--- config.mk ---
export PLATFORM = sky130hd
export DESIGN_NAME = uart_tx_arbiter_flat
export DESIGN_NICKNAME = d
export VERILOG_FILES = /design/src/rtl/uart_ctl_pkg.sv /design/src/rtl/uart_tx_arbiter_if.sv /design/src/rtl/rr_arbiter.sv /design/src/rtl/uart_tx_arbiter.sv /design/src/flat_wrapper.sv
export SDC_FILE = /design/constraint.sdc
export NUM_CORES = 1
export LEC_CHECK = 0
export CELL_PAD_IN_SITES_DETAIL_PLACEMENT = 1
export CELL_PAD_IN_SITES_GLOBAL_PLACEMENT = 2
export CORE_ASPECT_RATIO = 0.8
export CORE_UTILIZATION = 32
export DETAILED_ROUTE_END_ITERATION = 8
export GPL_TIMING_DRIVEN = 1
export HOLD_SLACK_MARGIN = 0.12
export PLACE_DENSITY = 0.92
export SYNTH_ARGS = -nofsm -noshare
export SYNTH_HDL_FRONTEND = slang
export SYNTH_SLANG_ARGS = --single-unit
--- constraint.sdc ---
create_clock -name clk -period 5.1 [get_ports clk]
set_clock_uncertainty 0.15 [all_clocks]
set_input_delay 0.765 -clock clk [delete_from_list [all_inputs] [get_ports clk]]
set_output_delay 0.765 -clock clk [all_outputs]
set_load 0.02 [all_outputs]
--- src/rtl/uart_ctl_pkg.sv ---
// Shared definitions for the arbitrated serial transmitter: FSM encoding and frame constants.
package uart_ctl_pkg;

    typedef enum logic [1:0] {
        IDLE = 2'd0,
        LOAD = 2'd1,
        DATA = 2'd2,
        STOP = 2'd3
    } state_t;

    localparam int   FRAME_BITS = 8;
    localparam logic LINE_IDLE  = 1'b1;

endpackage

--- src/rtl/uart_tx_arbiter_if.sv ---
// Client request/grant bus, message-memory read port and serial line of the shared transmitter.
interface uart_tx_arbiter_if #(
    parameter int NREQ = 2,
    parameter int AW   = 4,
    parameter int DW   = 8
);
    logic [NREQ-1:0]    req;
    logic [NREQ*AW-1:0] start_addr;
    logic [NREQ*AW-1:0] end_addr;
    logic [NREQ-1:0]    grant;
    logic [NREQ-1:0]    done;
    logic [AW-1:0]      mem_addr;
    logic [DW-1:0]      mem_data;
    logic               tout;
    logic               busy;

    modport master (
        output req, start_addr, end_addr, mem_data,
        input  grant, done, mem_addr, tout, busy
    );

    modport slave (
        input  req, start_addr, end_addr, mem_data,
        output grant, done, mem_addr, tout, busy
    );
endinterface

--- src/rtl/rr_arbiter.sv ---
// Combinational round-robin pick: first asserted request at or above ptr, wrapping around.
module rr_arbiter #(
    parameter int NREQ = 2,
    parameter int PW   = (NREQ > 1) ? $clog2(NREQ) : 1
) (
    input  logic [NREQ-1:0] req,
    input  logic [PW-1:0]   ptr,
    output logic [NREQ-1:0] pick,
    output logic [PW-1:0]   pick_idx,
    output logic            valid
);

    logic [PW-1:0] idx;

    // Walk from farthest to nearest so the requester closest to ptr overrides the rest.
    always_comb begin
        pick     = '0;
        pick_idx = '0;
        valid    = 1'b0;
        idx      = '0;
        for (int k = NREQ - 1; k >= 0; k--) begin
            idx = PW'((int'(ptr) + k) % NREQ);
            if (req[idx]) begin
                pick      = '0;
                pick[idx] = 1'b1;
                pick_idx  = idx;
                valid     = 1'b1;
            end
        end
    end

endmodule

--- src/rtl/uart_tx_arbiter.sv ---
// Round-robin shared transmitter: reads a byte range from the message memory and
// serialises each byte as start, 8 data bits LSB first, stop, one bit per clock.
module uart_tx_arbiter
    import uart_ctl_pkg::*;
#(
    parameter int NREQ = 2,
    parameter int AW   = 4,
    parameter int DW   = 8
) (
    input logic             clk,
    input logic             rst,
    uart_tx_arbiter_if.slave bus
);

    localparam int PW = (NREQ > 1) ? $clog2(NREQ) : 1;
    localparam int BW = $clog2(FRAME_BITS);

    state_t          state, state_nxt;
    logic [DW-1:0]   shift, shift_nxt;
    logic [BW-1:0]   bitcnt, bitcnt_nxt;
    logic [PW-1:0]   ptr, ptr_nxt;
    logic [AW-1:0]   end_reg, end_nxt;
    logic [AW-1:0]   addr, addr_nxt;
    logic            tout, tout_nxt;
    logic [NREQ-1:0] grant, grant_nxt;
    logic [NREQ-1:0] done, done_nxt;

    logic [NREQ-1:0] arb_pick;
    logic [PW-1:0]   arb_idx;
    logic            arb_valid;
    logic [AW-1:0]   start_arr [NREQ];
    logic [AW-1:0]   end_arr   [NREQ];

    rr_arbiter #(.NREQ(NREQ), .PW(PW)) u_rr (
        .req      (bus.req),
        .ptr      (ptr),
        .pick     (arb_pick),
        .pick_idx (arb_idx),
        .valid    (arb_valid)
    );

    always_comb begin
        for (int i = 0; i < NREQ; i++) begin
            start_arr[i] = bus.start_addr[i*AW +: AW];
            end_arr[i]   = bus.end_addr[i*AW +: AW];
        end
    end

    always_ff @(posedge clk) begin
        if (rst) begin
            state   <= IDLE;
            shift   <= '0;
            bitcnt  <= '0;
            ptr     <= '0;
            end_reg <= '0;
            addr    <= '0;
            tout    <= LINE_IDLE;
            grant   <= '0;
            done    <= '0;
        end else begin
            state   <= state_nxt;
            shift   <= shift_nxt;
            bitcnt  <= bitcnt_nxt;
            ptr     <= ptr_nxt;
            end_reg <= end_nxt;
            addr    <= addr_nxt;
            tout    <= tout_nxt;
            grant   <= grant_nxt;
            done    <= done_nxt;
        end
    end

    always_comb begin
        state_nxt  = state;
        shift_nxt  = shift;
        bitcnt_nxt = bitcnt;
        ptr_nxt    = ptr;
        end_nxt    = end_reg;
        addr_nxt   = addr;
        tout_nxt   = tout;
        grant_nxt  = grant;
        done_nxt   = '0;
        case (state)
            IDLE: begin
                tout_nxt  = LINE_IDLE;
                grant_nxt = '0;
                if (arb_valid) begin
                    ptr_nxt = (arb_idx == PW'(NREQ - 1)) ? '0 : arb_idx + 1'b1;
                    // An inverted range is acknowledged immediately without sending anything.
                    if (start_arr[arb_idx] > end_arr[arb_idx]) begin
                        done_nxt = arb_pick;
                    end else begin
                        grant_nxt = arb_pick;
                        addr_nxt  = start_arr[arb_idx];
                        end_nxt   = end_arr[arb_idx];
                        state_nxt = LOAD;
                    end
                end
            end
            LOAD: begin
                shift_nxt  = bus.mem_data;
                tout_nxt   = 1'b0;
                bitcnt_nxt = '0;
                state_nxt  = DATA;
            end
            DATA: begin
                tout_nxt   = shift[bitcnt];
                bitcnt_nxt = bitcnt + 1'b1;
                if (bitcnt == BW'(FRAME_BITS - 1)) begin
                    state_nxt = STOP;
                end
            end
            STOP: begin
                tout_nxt = LINE_IDLE;
                if (addr == end_reg) begin
                    done_nxt  = grant;
                    grant_nxt = '0;
                    state_nxt = IDLE;
                end else begin
                    addr_nxt  = addr + 1'b1;
                    state_nxt = LOAD;
                end
            end
            default: state_nxt = IDLE;
        endcase
    end

    assign bus.grant    = grant;
    assign bus.done     = done;
    assign bus.mem_addr = addr;
    assign bus.tout     = tout;
    assign bus.busy     = (state != IDLE);

endmodule

--- src/flat_wrapper.sv ---
// flat-port wrapper written by rule: the top's interface ports become plain ports
module uart_tx_arbiter_flat import uart_ctl_pkg::*;
#(
    parameter int NREQ = 2,
    parameter int AW   = 4,
    parameter int DW   = 8
)
  (clk, rst, bus_req, bus_start_addr, bus_end_addr, bus_mem_data, bus_grant, bus_done, bus_mem_addr, bus_tout, bus_busy);
  uart_tx_arbiter_if #(.NREQ(NREQ), .AW(AW), .DW(DW)) bus_i ();
  input logic clk;
  input logic rst;
  input wire logic [$bits(bus_i.req)-1:0] bus_req;
  input wire logic [$bits(bus_i.start_addr)-1:0] bus_start_addr;
  input wire logic [$bits(bus_i.end_addr)-1:0] bus_end_addr;
  input wire logic [$bits(bus_i.mem_data)-1:0] bus_mem_data;
  output wire logic [$bits(bus_i.grant)-1:0] bus_grant;
  output wire logic [$bits(bus_i.done)-1:0] bus_done;
  output wire logic [$bits(bus_i.mem_addr)-1:0] bus_mem_addr;
  output wire logic [$bits(bus_i.tout)-1:0] bus_tout;
  output wire logic [$bits(bus_i.busy)-1:0] bus_busy;
  assign bus_i.req = bus_req;
  assign bus_i.start_addr = bus_start_addr;
  assign bus_i.end_addr = bus_end_addr;
  assign bus_i.mem_data = bus_mem_data;
  assign bus_grant = bus_i.grant;
  assign bus_done = bus_i.done;
  assign bus_mem_addr = bus_i.mem_addr;
  assign bus_tout = bus_i.tout;
  assign bus_busy = bus_i.busy;
  uart_tx_arbiter #(.NREQ(NREQ), .AW(AW), .DW(DW)) u_core (.clk(clk), .rst(rst), .bus(bus_i));
endmodule
# == After elaboration in Yosys (flattened, before gate mapping) ==
# Cells that the tools add are included.
# totals
reg_bits,27
input_bits,28
output_inout_bits,10
word_cells,86
# classes
add_sub_neg,4
order_cmp,7
eq_ne,10
muxes,42
n_bitwise,2
reduce_logical,12
# op_table
operator,n
2-to-1 mux 4 bit,9
2-to-1 mux 2 bit,11
2-to-1 mux 1 bit,13
case mux 2 bit (2 select lines),2
case mux 2 bit (4 select lines),1
case mux 4 bit (2 select lines),1
"!= test 2 x 1 -> 1 bit, second input constant",3
case mux 3 bit (2 select lines),1
AND reduction 3 bit,2
nonzero test 2 bit,3
"adder 4 x 1 -> 4 bit, second input constant",1
"equality test 2 bit, second input constant",2
equality test 4 bit,1
greater-than comparator 4 bit,1
"less-than comparator 1 x 2 -> 1 bit, second input constant",2
"less-than comparator 3 x 4 -> 1 bit, second input constant",1
"!= test 2 bit, second input constant",2
AND reduction 2 bit,2
AND reduction 4 bit,1
"adder 3 x 1 -> 3 bit, second input constant",1
binary-select mux 1 bit (select 3 bit),1
"equality test 3 bit, second input constant",1
case mux 1 bit (3 select lines),1
"adder 1 bit, second input constant",2
9 further kinds,12

# == Logic depth before layout (Yosys ltp) ==
# depth
ltp_word,13
depth_mapped,11

# == By module ==
# Synthesis repeated with hierarchy kept, for this count alone.
# hier_totals
cells_unflattened,174
hier_area_um2,1645.3
# modules_own_cells
module,n_inst,cells_per_inst,area_per_inst_um2,seq_area_each_um2
uart_tx_arbiter,1,169,1612.8,540.5
rr_arbiter,1,5,32.5,0.0

# == Worst setup path before layout ==
# No wires, ideal clock.
# synth_timing
kind,input -> register
start,in bus_req[0]
end,reg u_core.addr[1] (netlist: u_core.bus.mem_addr[1])
setup_time_ns,0.133
arrival_time_ns,2.866
required_ns,4.817
slack_ns,1.951
stages,11
path_buffers,2
path_cell_list,nor2b_1 > nand2b_1 > buf_4 > mux2_2 > ha_1 > a21o_1 > or2_1 > o21a_1 > buf_2 > o211ai_1 > o41ai_2
# synth_between
elab_chain_cells,11
word_cells_on_any_way,22
# synth_rtl
element,line_no,source
from (decl),flat_wrapper.sv:12,input wire logic [$bits(bus_i.req)-1:0] bus_req;
2-to-1 mux 1 bit (implied by the code) (2 in a row),rr_arbiter.sv:23,if (req[idx]) begin
2-to-1 mux 1 bit (2 in a row),rr_arbiter.sv:23,
NOT 1 -> 2 bit (implied by the code),"uart_tx_arbiter.sv:90, uart_tx_arbiter.sv:94",
"2-to-1 mux 4 bit, on equally long branches (3 in a row)","uart_tx_arbiter.sv:90, uart_tx_arbiter.sv:94",
greater-than comparator 4 bit or 2-to-1 mux 4 bit (tied branches),uart_tx_arbiter.sv:90,if (start_arr[arb_idx] > end_arr[arb_idx]) begin
!= test 2 bit (no line) or 2-to-1 mux 4 bit (tied branches),n/a,
AND reduction 4 bit (no line) or case mux 4 bit (2 select lines) (tied branches),n/a,
to (signal assigned),uart_tx_arbiter.sv:66,addr <= addr_nxt;
to (decl),uart_tx_arbiter.sv:23,"logic [AW-1:0] addr, addr_nxt;"
# Parallel ways exist; a longest one is shown, timed or not. The select of a mux whose other input is x is not followed.
# A chain may end at the register's enable or synchronous reset.

# == Worst setup path in the final report ==
# layout_timing
start,in bus_req[0]
end,reg u_core.state[0]
# layout_between
elab_chain_cells,11
word_cells_on_any_way,19
# layout_rtl
element,line_no,source
2-to-1 mux 1 bit (implied by the code) (2 in a row),rr_arbiter.sv:23,
2-to-1 mux 1 bit (2 in a row),rr_arbiter.sv:23,
NOT 1 -> 2 bit (implied by the code),uart_tx_arbiter.sv:90,
2-to-1 mux 4 bit (implied by the code) (3 in a row),uart_tx_arbiter.sv:90,
greater-than comparator 4 bit,uart_tx_arbiter.sv:90,
!= test 2 bit (no line),n/a,
AND reduction 3 bit (no line) (*),n/a,
to (signal assigned),uart_tx_arbiter.sv:61,state <= state_nxt;
to (decl),uart_tx_arbiter.sv:18,"state_t state, state_nxt;"
# Mark *: on every way between the ends. The rest lies on a longest branch, timed or not. The select of a mux whose other input is x is not followed.

==> impl_metrics.env <==
export IMPL_h_tree_depth=1
export IMPL_synth_area_leaders="dfxtp_1, ha_1, mux2i_1, a21oi_1, mux2_2"
export IMPL_clock_latency_ns=0.28
export IMPL_grt_max_degree=28
export IMPL_yosys_area_top_type="dfxtp_1"
export IMPL_antenna_cells=0
export IMPL_post_cts_buffers=0
export IMPL_setup_violations=0
export IMPL_drt_wl_total_mm=3.95
export IMPL_syn_cell_area_um2=1620
export IMPL_start_util_pct=34.3
export IMPL_cts_tree="built"
export IMPL_synth_cell_type_count=42
export IMPL_tns_ns=0
export IMPL_globalplace_congestion=0.720
export IMPL_final_max_slew_viol_count=0
export IMPL_io_pins=38
export IMPL_die_h_um=65.7
export IMPL_worstPathRequired_ns=5.06
export IMPL_core_um2=4730
export IMPL_power_leakage_nw=0.820
export IMPL_postCtsHoldBufs=0
export IMPL_stdcell_count=261
export IMPL_status="finished, final reports clean"
export IMPL_final_nets=243
export IMPL_drt_iter0_markers=53
export IMPL_clock_root_buffer="clkbuf_8"
export IMPL_antenna_found_initial=0
export IMPL_grt_pass1_wl_mm=6.67
export IMPL_track_usage_pct=16.4
export IMPL_path_max_fanout=9
export IMPL_place_inst=257
export IMPL_crit_type="input port to register"
export IMPL_drc=0
export IMPL_num_vias=1376
export IMPL_post_synth_top_area_fraction_pct=33.3
export IMPL_ys_warn_count=0
export IMPL_wl_per_cell_um=15.1
export IMPL_max_freq_mhz=263
export IMPL_grt_pass1_vias=1395
export IMPL_synth_common_cells="dfxtp_1, a21oi_1, ha_1"
export IMPL_endpoint_kind="register"
export IMPL_die_area_um2=5370
export IMPL_drive_gt1_share_pct=8.96
export IMPL_max_cap_violations=0
export IMPL_cts_max_path_buffers=2
export IMPL_syn_nets=209
export IMPL_io_buffers=37
export IMPL_clkTransAtPathRegs_ns=0.09
export IMPL_hp_class="register to register"
export IMPL_num_fill_cells=556
export IMPL_worstSetupStartpointType="input port"
export IMPL_synth_edff_count=0
export IMPL_max_slew_margin_pct=26.4
export IMPL_cts_inserted_buffers=3
export IMPL_synthMostInstantiatedCell="dfxtp_1"
export IMPL_critical_path_arrival_ns=3.77
export IMPL_hold_viol=0
export IMPL_ys_async_sr_fraction_pct=0
export IMPL_routed_via_density=5.27
export IMPL_die_w_um=81.7
export IMPL_avgSynthCellArea_um2=9.67
export IMPL_cts_sinks=27
export IMPL_timing_final_crit_share_pct=74.7
export IMPL_rsz0062_at_grt="false"
export IMPL_final_min_clock_period_ns=3.81
export IMPL_ys_ff_latch=27
export IMPL_fp_row_count=22
export IMPL_drtAntennaViolNets=0
export IMPL_ir_drop_v=0.000213
export IMPL_power_density_nw_per_um2=462
export IMPL_synth_main_ff_cell="dfxtp_1"
export IMPL_ys_seq_area_share_pct=33.3
export IMPL_first_pass_iters=4
export IMPL_tightest_slew_ns=1.10
export IMPL_areaGrowthSynthToFinish_pct=28.0
export IMPL_hpwl_mm=3.01
export IMPL_cts_resized=0
export IMPL_largest_reg_flops=8
export IMPL_synthCells=168
export IMPL_globalRouteOverflowTotal=0
==> final timing paths <==
check / endpoint / depth (start not counted) / slack (ns) / from
max reg2reg: u_core.state[0] / 9 / 1.99 / u_core.ptr
min reg2reg: u_core.shift[5] / 2 / 0.34 / u_core.shift[5]
min: u_core.shift[5] / 2 / 0.34 / u_core.shift[5]
max: u_core.state[0] / 10 / 1.29 / bus_req[0]
==> power by group <==
group	switching, W	total [W]	internal [W]
Sequential	0.0000591	0.000331	0.000272
Combinational	0.000276	0.000507	0.000231
Clock	0.0000674	0.000124	0.0000561
Total	0.000402	0.000961	0.000559
==> cell usage in the layout, fill, tap and decap left out, types with 4 or more instances in the layout <==
cell type        netlist  final
clkdlybuf4s50_1        0     37
dfxtp_1               27     27
a21oi_1               13     13
ha_1                  13     13
mux2i_1               12     12
nor2_1                11     11
o21ai_0                8      8
inv_1                  7      7
nand2b_1               5      5
mux2_2                 5      5
xor2_1                 5      5
nor3_1                 5      5
a311oi_1               4      4
nand3_1                4      4
o21ai_1                4      4
==> cell families after synthesis <==
| group | Yosys count | share of synthesized area (%) |
|---|---|---|
| flops | 27 | 33.3 |
| xor+xnor | 6 | 3.24 |
| mux | 20 | 14.6 |
| fa+ha+maj | 13 | 10.0 |
| buf+inv | 15 | 3.78 |
| compound gates | 47 | 20.6 |
| simple gates | 40 | 14.5 |
==> worst max-delay path, cell delays in order <==
cell             delay, ns
clkdlybuf4s50_1       0.51
nor2b_1               0.18
nand2b_1              0.43
mux2_2                0.41
ha_1                  0.35
a21o_1                0.21
or2_1                 0.25
o21a_1                0.30
nor3_1                0.25
a211oi_1              0.11
==> cell type report <==
| type | instances | area, µm² | area share, % |
|---|---|---|---|
| multi-input cells | 126 | 1020 | 49.2 |
| flip-flops and latches | 27 | 541 | 26.0 |
| inverters | 7 | 26.3 | 1.26 |
| well taps | 60 | 75.1 | 3.61 |
| repair buffers | 37 | 370 | 17.8 |
| clock buffers | 4 | 45.0 | 2.17 |
==> through the flow <==
step | total power (W) | hold WS, ns | worst slack, ns | cell area (µm²) | util [%]
final | 0.000961 | 0.345 | 1.29 | 2080 | 43.9
after global routing | 0.00103 | 0.388 | 1.12 | 2080 | 43.9
after CTS | 0.000968 | 0.352 | 1.30 | 2080 | 43.9
after detailed placement | 0.000840 | 0.332 | 1.02 | 2030 | 43.0
after global placement | 0.000828 | 0.318 | 1.13 | 2030 | 43.0
after floorplan | 0.000679 | 0.305 | 1.95 | 1620 | -
==> per-layer routing <==
| layer | vias to the layer above | GRT usage, % | wire length (µm) |
|---|---|---|---|
| met5 | - | 0 | 0 |
| met4 | 0 | 3.95 | 42 |
| met3 | 4 | 3.75 | 165 |
| met2 | 26 | 26.3 | 1750 |
| met1 | 658 | 22.2 | 2000 |
| li1 | 688 | - | - |
Note: power is estimated with default switching activity, not from simulation.
